[config.mk]
export PLATFORM = sky130hd
export DESIGN_NAME = serial_ripple_subtractor_flat
export DESIGN_NICKNAME = d
export VERILOG_FILES = /design/src/rtl/serial_ripple_subtractor_if.sv /design/src/rtl/serial_ripple_subtractor.sv /design/src/flat_wrapper.sv
export SDC_FILE = /design/constraint.sdc
export NUM_CORES = 1
export LEC_CHECK = 0
export BUFFER_PORTS_ARGS = -buffer_cell sky130_fd_sc_hd__buf_2
export CORE_MARGIN = 4
export CORE_UTILIZATION = 53
export CTS_CLUSTER_SIZE = 16
export DETAILED_ROUTE_END_ITERATION = 8
export GPL_TIMING_DRIVEN = 0
export PLACE_DENSITY = 0.84
export SYNTH_ARGS = -nofsm -noshare
export SYNTH_HDL_FRONTEND = slang
export SYNTH_SLANG_ARGS = --single-unit
[constraint.sdc]
create_clock -name clk -period 2.5 [get_ports clk]
set_input_delay 0.125 -clock clk [delete_from_list [all_inputs] [get_ports clk]]
set_output_delay 0.125 -clock clk [all_outputs]
set_load 0.01 [all_outputs]
[src/rtl/serial_ripple_subtractor_if.sv]
// Handshake and data bundle for the bit-serial subtractor.
// Signals:
//   start  - request; the operands are taken on the edge that accepts it
//   a, b   - minuend and subtrahend (WIDTH bits)
//   bin    - borrow-in
//   busy   - high while a subtraction is running
//   done   - one-cycle completion pulse
//   diff   - result, a - b - bin modulo 2^WIDTH
//   bout   - borrow-out, 1 when a < b + bin (unsigned)
// The master modport drives the request side; the slave modport is the subtractor.
interface serial_ripple_subtractor_if #(
  parameter int WIDTH = 4
) ();
  logic             start;
  logic [WIDTH-1:0] a;
  logic [WIDTH-1:0] b;
  logic             bin;
  logic             busy;
  logic             done;
  logic [WIDTH-1:0] diff;
  logic             bout;

  modport master (
    output start, a, b, bin,
    input  busy, done, diff, bout
  );

  modport slave (
    input  start, a, b, bin,
    output busy, done, diff, bout
  );
endinterface

[src/rtl/serial_ripple_subtractor.sv]
// Bit-serial subtractor: diff = a - b - bin, one bit per clock, LSB first.
// Ports:
//   clk  - rising-edge clock
//   rst  - asynchronous, active-high reset
//   bus  - serial_ripple_subtractor_if slave (start/a/b/bin in, busy/done/diff/bout out)
// A subtraction takes WIDTH cycles from the accepting edge to done. A start seen
// during the done cycle is accepted immediately, so the throughput is one
// operation per WIDTH+1 cycles.
//
// state | meaning
// IDLE  | waiting for start
// RUN   | processing bit idx, one bit per edge
// DONE  | result valid, done pulse; start accepted here as in IDLE
module serial_ripple_subtractor #(
  parameter int WIDTH = 4
) (
  input  logic                      clk,
  input  logic                      rst,
  serial_ripple_subtractor_if.slave bus
);

  localparam int IW = $clog2(WIDTH);
  localparam logic [IW-1:0] LAST_IDX = IW'(WIDTH - 1);

  localparam logic [1:0] IDLE = 2'd0;
  localparam logic [1:0] RUN  = 2'd1;
  localparam logic [1:0] DONE = 2'd2;

  logic [1:0]       state_q, state_d;
  logic [WIDTH-1:0] a_q, a_d;
  logic [WIDTH-1:0] b_q, b_d;
  logic             borrow_q, borrow_d;
  logic [IW-1:0]    idx_q, idx_d;
  logic [WIDTH-1:0] res_q, res_d;
  logic [WIDTH-1:0] diff_q, diff_d;
  logic             bout_q, bout_d;
  logic             busy_q, busy_d;
  logic             done_q, done_d;

  logic bit_a, bit_b, bit_d, borrow_nx;

  // Full-subtractor cell for the current bit position.
  assign bit_a     = a_q[idx_q];
  assign bit_b     = b_q[idx_q];
  assign bit_d     = bit_a ^ bit_b ^ borrow_q;
  assign borrow_nx = (~bit_a & bit_b) | (~(bit_a ^ bit_b) & borrow_q);

  always_comb begin
    state_d  = state_q;
    a_d      = a_q;
    b_d      = b_q;
    borrow_d = borrow_q;
    idx_d    = idx_q;
    res_d    = res_q;
    diff_d   = diff_q;
    bout_d   = bout_q;

    case (state_q)
      IDLE, DONE: begin
        if (bus.start) begin
          a_d      = bus.a;
          b_d      = bus.b;
          borrow_d = bus.bin;
          idx_d    = '0;
          state_d  = RUN;
        end else begin
          state_d  = IDLE;
        end
      end
      RUN: begin
        res_d[idx_q] = bit_d;
        borrow_d     = borrow_nx;
        if (idx_q == LAST_IDX) begin
          // idx is left at the last position so it never wraps.
          diff_d  = res_d;
          bout_d  = borrow_nx;
          state_d = DONE;
        end else begin
          idx_d   = idx_q + 1'b1;
        end
      end
      default: state_d = IDLE;
    endcase

    // Flags are registered from the next state so they are clean flop outputs.
    busy_d = (state_d == RUN);
    done_d = (state_d == DONE);
  end

  always_ff @(posedge clk or posedge rst) begin
    if (rst) begin
      state_q  <= IDLE;
      a_q      <= '0;
      b_q      <= '0;
      borrow_q <= 1'b0;
      idx_q    <= '0;
      res_q    <= '0;
      diff_q   <= '0;
      bout_q   <= 1'b0;
      busy_q   <= 1'b0;
      done_q   <= 1'b0;
    end else begin
      state_q  <= state_d;
      a_q      <= a_d;
      b_q      <= b_d;
      borrow_q <= borrow_d;
      idx_q    <= idx_d;
      res_q    <= res_d;
      diff_q   <= diff_d;
      bout_q   <= bout_d;
      busy_q   <= busy_d;
      done_q   <= done_d;
    end
  end

  assign bus.busy = busy_q;
  assign bus.done = done_q;
  assign bus.diff = diff_q;
  assign bus.bout = bout_q;

endmodule

[src/flat_wrapper.sv]
// flat-port wrapper written by rule: the top's interface ports become plain ports
module serial_ripple_subtractor_flat 
#(
  parameter int WIDTH = 4
)
  (clk, rst, bus_start, bus_a, bus_b, bus_bin, bus_busy, bus_done, bus_diff, bus_bout);
  serial_ripple_subtractor_if #(.WIDTH(WIDTH)) bus_i ();
  input  logic clk;
  input  logic rst;
  input wire logic [$bits(bus_i.start)-1:0] bus_start;
  input wire logic [$bits(bus_i.a)-1:0] bus_a;
  input wire logic [$bits(bus_i.b)-1:0] bus_b;
  input wire logic [$bits(bus_i.bin)-1:0] bus_bin;
  output wire logic [$bits(bus_i.busy)-1:0] bus_busy;
  output wire logic [$bits(bus_i.done)-1:0] bus_done;
  output wire logic [$bits(bus_i.diff)-1:0] bus_diff;
  output wire logic [$bits(bus_i.bout)-1:0] bus_bout;
  assign bus_i.start = bus_start;
  assign bus_i.a = bus_a;
  assign bus_i.b = bus_b;
  assign bus_i.bin = bus_bin;
  assign bus_busy = bus_i.busy;
  assign bus_done = bus_i.done;
  assign bus_diff = bus_i.diff;
  assign bus_bout = bus_i.bout;
  serial_ripple_subtractor #(.WIDTH(WIDTH)) u_core (.clk(clk), .rst(rst), .bus(bus_i));
endmodule
==> metrics.csv, run 1 <==
stage;metric;value;unit
cells_and_area;commonest cells after routing, fill and taps aside;23 x dfrtp_1, 19 x buf_2, 10 x mux2_2;
critical_path;startpoint types;flip-flop;
critical_path;kind of critical path;flip-flop to flip-flop;
cells_and_area;area of the multi-input gates;435.4;um2
timing;Final period util;0.8089;
timing;endpoints failing hold;0;
global_route;vias in the first global route;668;
die;Die H;52.74;um
routing;DRC viols;0;
routing;wire length per cell;12.96;um
power;Peak VDD IR;704.1;uV
status;outcome;complete, no violations;
power;Pint;1038;uW
cells_and_area;commonest non-fill, non-tap cell in the layout;dfrtp_1;
timing;Max Slew Vio Count;0;
global_route;initial antenna violation count;0;
timing;Final Skew;0.001390;ns
critical_path;worst reg2reg setup slack;0.48;ns
routing;Via density;4.984;
power;power share of the combinational group;0.491;
synthesis;post-synth top area cell;dfrtp_1;
placement;Final GP Congestion;0.7260;
cells_and_area;Layout area overhead;14.86;%
synthesis;Cells after Synth;81;
critical_path;crit-path max FO;7;
global_route;first-pass GRT wire length;2870;um
cells_and_area;FF/Latch Area;575.6;um2
cts;clock slew at reported path FFs;0.12;ns
synthesis;post-synth top area share;0.5425;
die;IO Count;19;
placement;# port buffers;18;
cells_and_area;fin nets;122;
power;Leakage;0.0006055;uW
routing;via count;643;
cells_and_area;Diodes inserted;0;
cts;clock sinks;23;
critical_path;CP required;2.70;ns
synthesis;Seq/Total Area, Yosys;0.5425;
timing;worst-margin pin slew;0.8354;ns
synthesis;Distinct cells, synth;25;
cts;CTS tree;yes;
power;clock power share;0.104;
routing;WL final;1672;um
power;Power Dens Cells;1328;nW/um2
cts;clock root buffer;clkbuf_4;
global_route;GRT Util Overall;0.1488;
routing;DR iter-0 viols;0;
cts;CTS Buf Count;3;
routing;Pre-Repair DR Iteration Count;1;
cts;# resized after CTS;0;
die;Core Box Area;1802;um2
power;sequential power share;0.405;
cts;H-Tree Depth;1;
global_route;largest net degree at the start of global routing;24;
synthesis;Avg Inst Size Synth;13.10;um2
critical_path;Critical Path AT;2.22;ns
synthesis;top cells by area, synth;dfrtp_1 54%, mux2_2 11%, ha_1 4.7%, mux4_2 4.2%, mux2_1 3.2%;
routing;post-route ant nets;0;
cells_and_area;ratio of cells with drive above 1 in the final layout;0.3750;
synthesis;Synthesized Nets;98;
cts;Clk Latency, worst-skew pair;0.31;ns
global_route;GRT Residual Overflow;0;
timing;max_slew headroom;0.4425;
cells_and_area;Non-Filler Instances;129;
synthesis;Ys Warns;0;
placement;placed cell count;124;
placement;DP Wirelength;1278;um
die;# rows;15;
die;die area;2782;um2
power;switching part of the total;0.3585;
timing;final setup TNS;0;ns
cells_and_area;filler instances;157;
power;Sw Pwr;580.0;uW
die;Die X-Extent;52.74;um
synthesis;Mapped Area;1061;um2
critical_path;Crit. End Element;flip-flop;
synthesis;synthesis-stage register bit count;23;
timing;minimum clock period;2.022;ns
timing;count of final setup violators;0;
die;Starting Density;0.5889;
cts;Max Root-Sink Buffers;2;
worst_hold_path;HP Class;input port to flip-flop;
timing;FMAX;494.5;MHz
timing;RSZ-0062 raised after global routing;false;
run;Max-Cap Viols;0;
-- power by group through the flow --
| stage | Sequential (uW) | Clock (uW) | Combinational (uW) |
|---|---|---|---|
| floorplan | 663 | 0 | 604 |
| global placement | 654 | 0 | 766 |
| detailed placement | 669 | 0 | 798 |
| CTS | 659 | 172 | 804 |
| global route | 676 | 193 | 884 |
| finish | 656 | 168 | 794 |
-- area by class of cell --
cell class,count,share of cell area
flip-flops and latches,23,0.4723
multi-input cells,48,0.3573
repair buffers,19,0.08214
well taps,25,0.02567
clock buffers,4,0.02156
inverters,7,0.02156
plain buffers,3,0.01951
-- per-stage QoR --
step | hold slack (ns) | total power, uW | utilization | setup slack, ns | cell area, um2
2_1_floorplan | 0.1269 | 1267 | - | 0.5972 | 1061
3_3_place_gp | 0.3231 | 1420 | 0.6563 | 0.4908 | 1182
3_5_place_dp | 0.3375 | 1466 | 0.6563 | 0.4756 | 1182
4_1_cts | 0.03489 | 1635 | 0.6764 | 0.4633 | 1219
5_1_grt | 0.02664 | 1753 | 0.6764 | 0.3884 | 1219
6_report | 0.03865 | 1618 | 0.6764 | 0.4778 | 1219
-- timing repair --
action / in CTS / in global routing
hold endpoints to repair: 23 / 0
endpoints found under the setup margin: 0 / 0
hold buffers: 1 / 0
buffers inserted: 0 / 0
-- logic make-up (layout without fill, tap and decap cells) --
| group | after synthesis | after routing | synth area share |
|---|---|---|---|
| flops | 23 | 23 | 0.5425 |
| xor+xnor | 1 | 1 | 0.008256 |
| buf+inv | 10 | 33 | 0.04717 |
| mux | 18 | 18 | 0.2087 |
| fa+ha+maj | 5 | 5 | 0.06604 |
| simple gates | 14 | 14 | 0.07076 |
| compound gates | 10 | 10 | 0.05660 |
-- critical path: stages (launching register included) --
cell	delay, ns
dfrtp_1	0.48
mux4_2	0.55
fa_1	0.56
mux2_1	0.32
-- flip-flops by register name (all words and copies together), names as in the netlist --
| register | count |
|---|---|
| u_core.a_q | 4 |
| u_core.b_q | 4 |
| u_core.bus.diff | 4 |
| u_core.res_q | 3 |
| u_core.idx_q | 2 |
| u_core.state_q | 2 |
| u_core.borrow_q | 1 |
| u_core.bus.bout | 1 |
| u_core.bus.busy | 1 |
| u_core.bus.done | 1 |
-- per-layer routing --
metal / share of wire / global-route usage
met5: 0 / 0
met4: 0.032 / 0.1021
met3: 0.050 / 0.03419
met2: 0.50 / 0.2541
met1: 0.42 / 0.1606
-- synth_stat cells --
| cell type | instances |
|---|---|
| o21ai_0 | 4 |
| buf_2 | 1 |
| xnor2_1 | 1 |
| nand3b_1 | 1 |
| buf_4 | 1 |
| a21oi_1 | 1 |
| dfrtp_1 | 23 |
| ha_1 | 4 |
| mux2i_1 | 3 |
| nor2b_2 | 1 |
| fa_1 | 1 |
| a21o_1 | 3 |
| mux2_1 | 3 |
| nand2_1 | 7 |
| mux2_2 | 10 |
| o21ai_1 | 1 |
| and2b_4 | 1 |
| a211oi_1 | 1 |
| nor3_1 | 1 |
| nor2b_1 | 1 |
| buf_6 | 1 |
| nand3_1 | 1 |
| mux4_2 | 2 |
| nor2_2 | 1 |
| inv_1 | 7 |
-- path summary, 6_finish.rpt --
check | startpoint | to | depth (start not counted)
max in group asynchronous | rst | u_core.b_q[3]$_DFFE_PP0P_ | 3
min in group asynchronous | rst | u_core.b_q[2]$_DFFE_PP0P_ | 3
min reg2reg | u_core.bus.diff[2]$_DFFE_PP0P_ | u_core.bus.diff[2]$_DFFE_PP0P_ | 2
min | bus_a[1] | u_core.a_q[1]$_DFFE_PP0P_ | 2
max reg2reg | u_core.idx_q[0]$_DFFE_PP0P_ | u_core.res_q[2]$_DFFE_PP0N_ | 3
max | u_core.idx_q[0]$_DFFE_PP0P_ | u_core.res_q[2]$_DFFE_PP0N_ | 3
(Power assumes the default switching activity.)
==> inputs of run 2 (changes only) <==
- clock period: 2.5 -> 1.9 ns (I/O delays scaled with it)
==> run 2 against run 1 <==
Compared with the run above:
- count of clock-buffer cells in the layout did not move
- non-clock buffer count grew 1
- sequential power up 31%
- combinational power increased by 49%
- clock power is 29% higher
- critical path type unchanged
- highest routed layer unchanged
==> metrics.csv, run 2 (same netlist as run 1, synthesis figures left out) <==
stage;metric;value;unit
status;outcome;complete, no violations;
critical_path;startpoint types;flip-flop;
routing;wire length per cell;13.07;um
placement;placed cell count;124;
die;Die X-Extent;52.74;um
critical_path;Critical Path AT;2.09;ns
global_route;GRT Util Overall;0.1582;
cts;CTS tree;yes;
cells_and_area;Non-Filler Instances;130;
die;Starting Density;0.5889;
placement;# port buffers;18;
cells_and_area;FF/Latch Area;576.8;um2
cells_and_area;area of the multi-input gates;449.2;um2
timing;max_slew headroom;0.4428;
cts;Clk Latency, worst-skew pair;0.30;ns
timing;count of final setup violators;0;
die;# rows;15;
power;Leakage;0.0006220;uW
cells_and_area;commonest non-fill, non-tap cell in the layout;dfrtp_1;
cells_and_area;fin nets;123;
power;Power Dens Cells;1818;nW/um2
routing;DRC viols;0;
cells_and_area;Layout area overhead;16.98;%
timing;minimum clock period;1.889;ns
die;Die H;52.74;um
timing;Final period util;0.9942;
routing;DR iter-0 viols;6;
critical_path;CP required;2.10;ns
global_route;GRT Residual Overflow;0;
power;Total Power;2257;uW
critical_path;reg2reg path depth;4;
critical_path;crit-path max FO;7;
power;Peak VDD IR;1019;uV
routing;post-route ant nets;0;
die;IO Count;19;
cells_and_area;commonest cells after routing, fill and taps aside;22 x dfrtp_1, 19 x buf_2, 10 x mux2_2;
routing;Pre-Repair DR Iteration Count;4;
timing;FMAX;529.4;MHz
run;Max-Cap Viols;0;
worst_hold_path;HP Class;input port to flip-flop;
timing;endpoints failing hold;0;
worst_hold_path;hold path cells;2;
routing;Via density;5.077;
placement;Final GP Congestion;0.7256;
timing;final setup TNS;0;ns
global_route;initial antenna violation count;0;
critical_path;kind of critical path;flip-flop to flip-flop;
routing;via count;660;
timing;Max Slew Vio Count;0;
global_route;largest net degree at the start of global routing;24;
timing;Final Skew;0.002615;ns
cts;CTS Buf Count;3;
cells_and_area;Final Core Density;0.6889;
timing;worst-margin pin slew;0.8349;ns
cells_and_area;Diodes inserted;0;
global_route;first-pass GRT wire length;3111;um
cts;clock root buffer;clkbuf_4;
die;die area;2782;um2
cts;Max Root-Sink Buffers;2;
timing;RSZ-0062 raised after global routing;true;
critical_path;Crit. End Element;flip-flop;
cts;clock slew at reported path FFs;0.11;ns
cts;H-Tree Depth;1;
cells_and_area;filler instances;158;
cells_and_area;ratio of cells with drive above 1 in the final layout;0.4381;
routing;WL final;1699;um
cts;clock sinks;23;
placement;DP Wirelength;1303;um
die;Core Box Area;1802;um2
global_route;vias in the first global route;716;
[run 2: power breakdown]
part	internal [uW]	switching, uW
Sequential	730	129
Clock	81.9	135
Combinational	650	530
[run 2: final timing paths]
path	start	endpoint	slack (ns)
min in group asynchronous	rst	u_core.a_q[2]$_DFFE_PP0P_	0.48
max	u_core.idx_q[0]$_DFFE_PP0P_	u_core.res_q[2]$_DFFE_PP0N_	0.01
max reg2reg	u_core.idx_q[0]$_DFFE_PP0P_	u_core.res_q[2]$_DFFE_PP0N_	0.01
min	bus_a[1]	u_core.a_q[1]$_DFFE_PP0P_	0.01
max in group asynchronous	rst	u_core.idx_q[0]$_DFFE_PP0P_	0.85
min reg2reg	u_core.bus.diff[2]$_DFFE_PP0P_	u_core.bus.diff[2]$_DFFE_PP0P_	0.49
[run 2: stage by stage]
step / setup slack, ns / hold slack [ns] / cell area (um2)
final: 0.01099 / 0.01480 / 1241
after global routing: -0.03451 / 0.001469 / 1241
after CTS: -0.0008458 / 0.007935 / 1230
after detailed placement: -0.1190 / 0.3136 / 1182
after global placement: -0.1184 / 0.2929 / 1182
after floorplan: 0.001770 / 0.09692 / 1061
[run 2: timing repair]
action                     4_1_cts  5_1_grt
hold endpoints to repair        23        0
buffers inserted                 1        0
resized for setup                3        6
hold buffers                     1        0
setup endpoints to repair        8        7
pin swaps                        1        1
[run 2: layer usage]
layer | global-route usage | part of all wire
met1 | 0.1857 | 0.41
met2 | 0.2686 | 0.51
met3 | 0.02849 | 0.050
met4 | 0.08936 | 0.027
met5 | 0 | 0
[run 2: critical path, stage by stage (launching register included)]
cell     delay [ns]
dfrtp_2        0.42
mux4_2         0.51
inv_2          0.08
fa_2           0.49
mux2_4         0.29
[run 2: final cells by class]
type | instances | share of cell area
Buffer | 3 | 0.01915
Clock buffer | 4 | 0.02117
Inverter | 7 | 0.02117
Multi-Input combinational cell | 48 | 0.3619
Sequential cell | 23 | 0.4647
Tap cell | 25 | 0.02520
Timing Repair Buffer | 20 | 0.08669
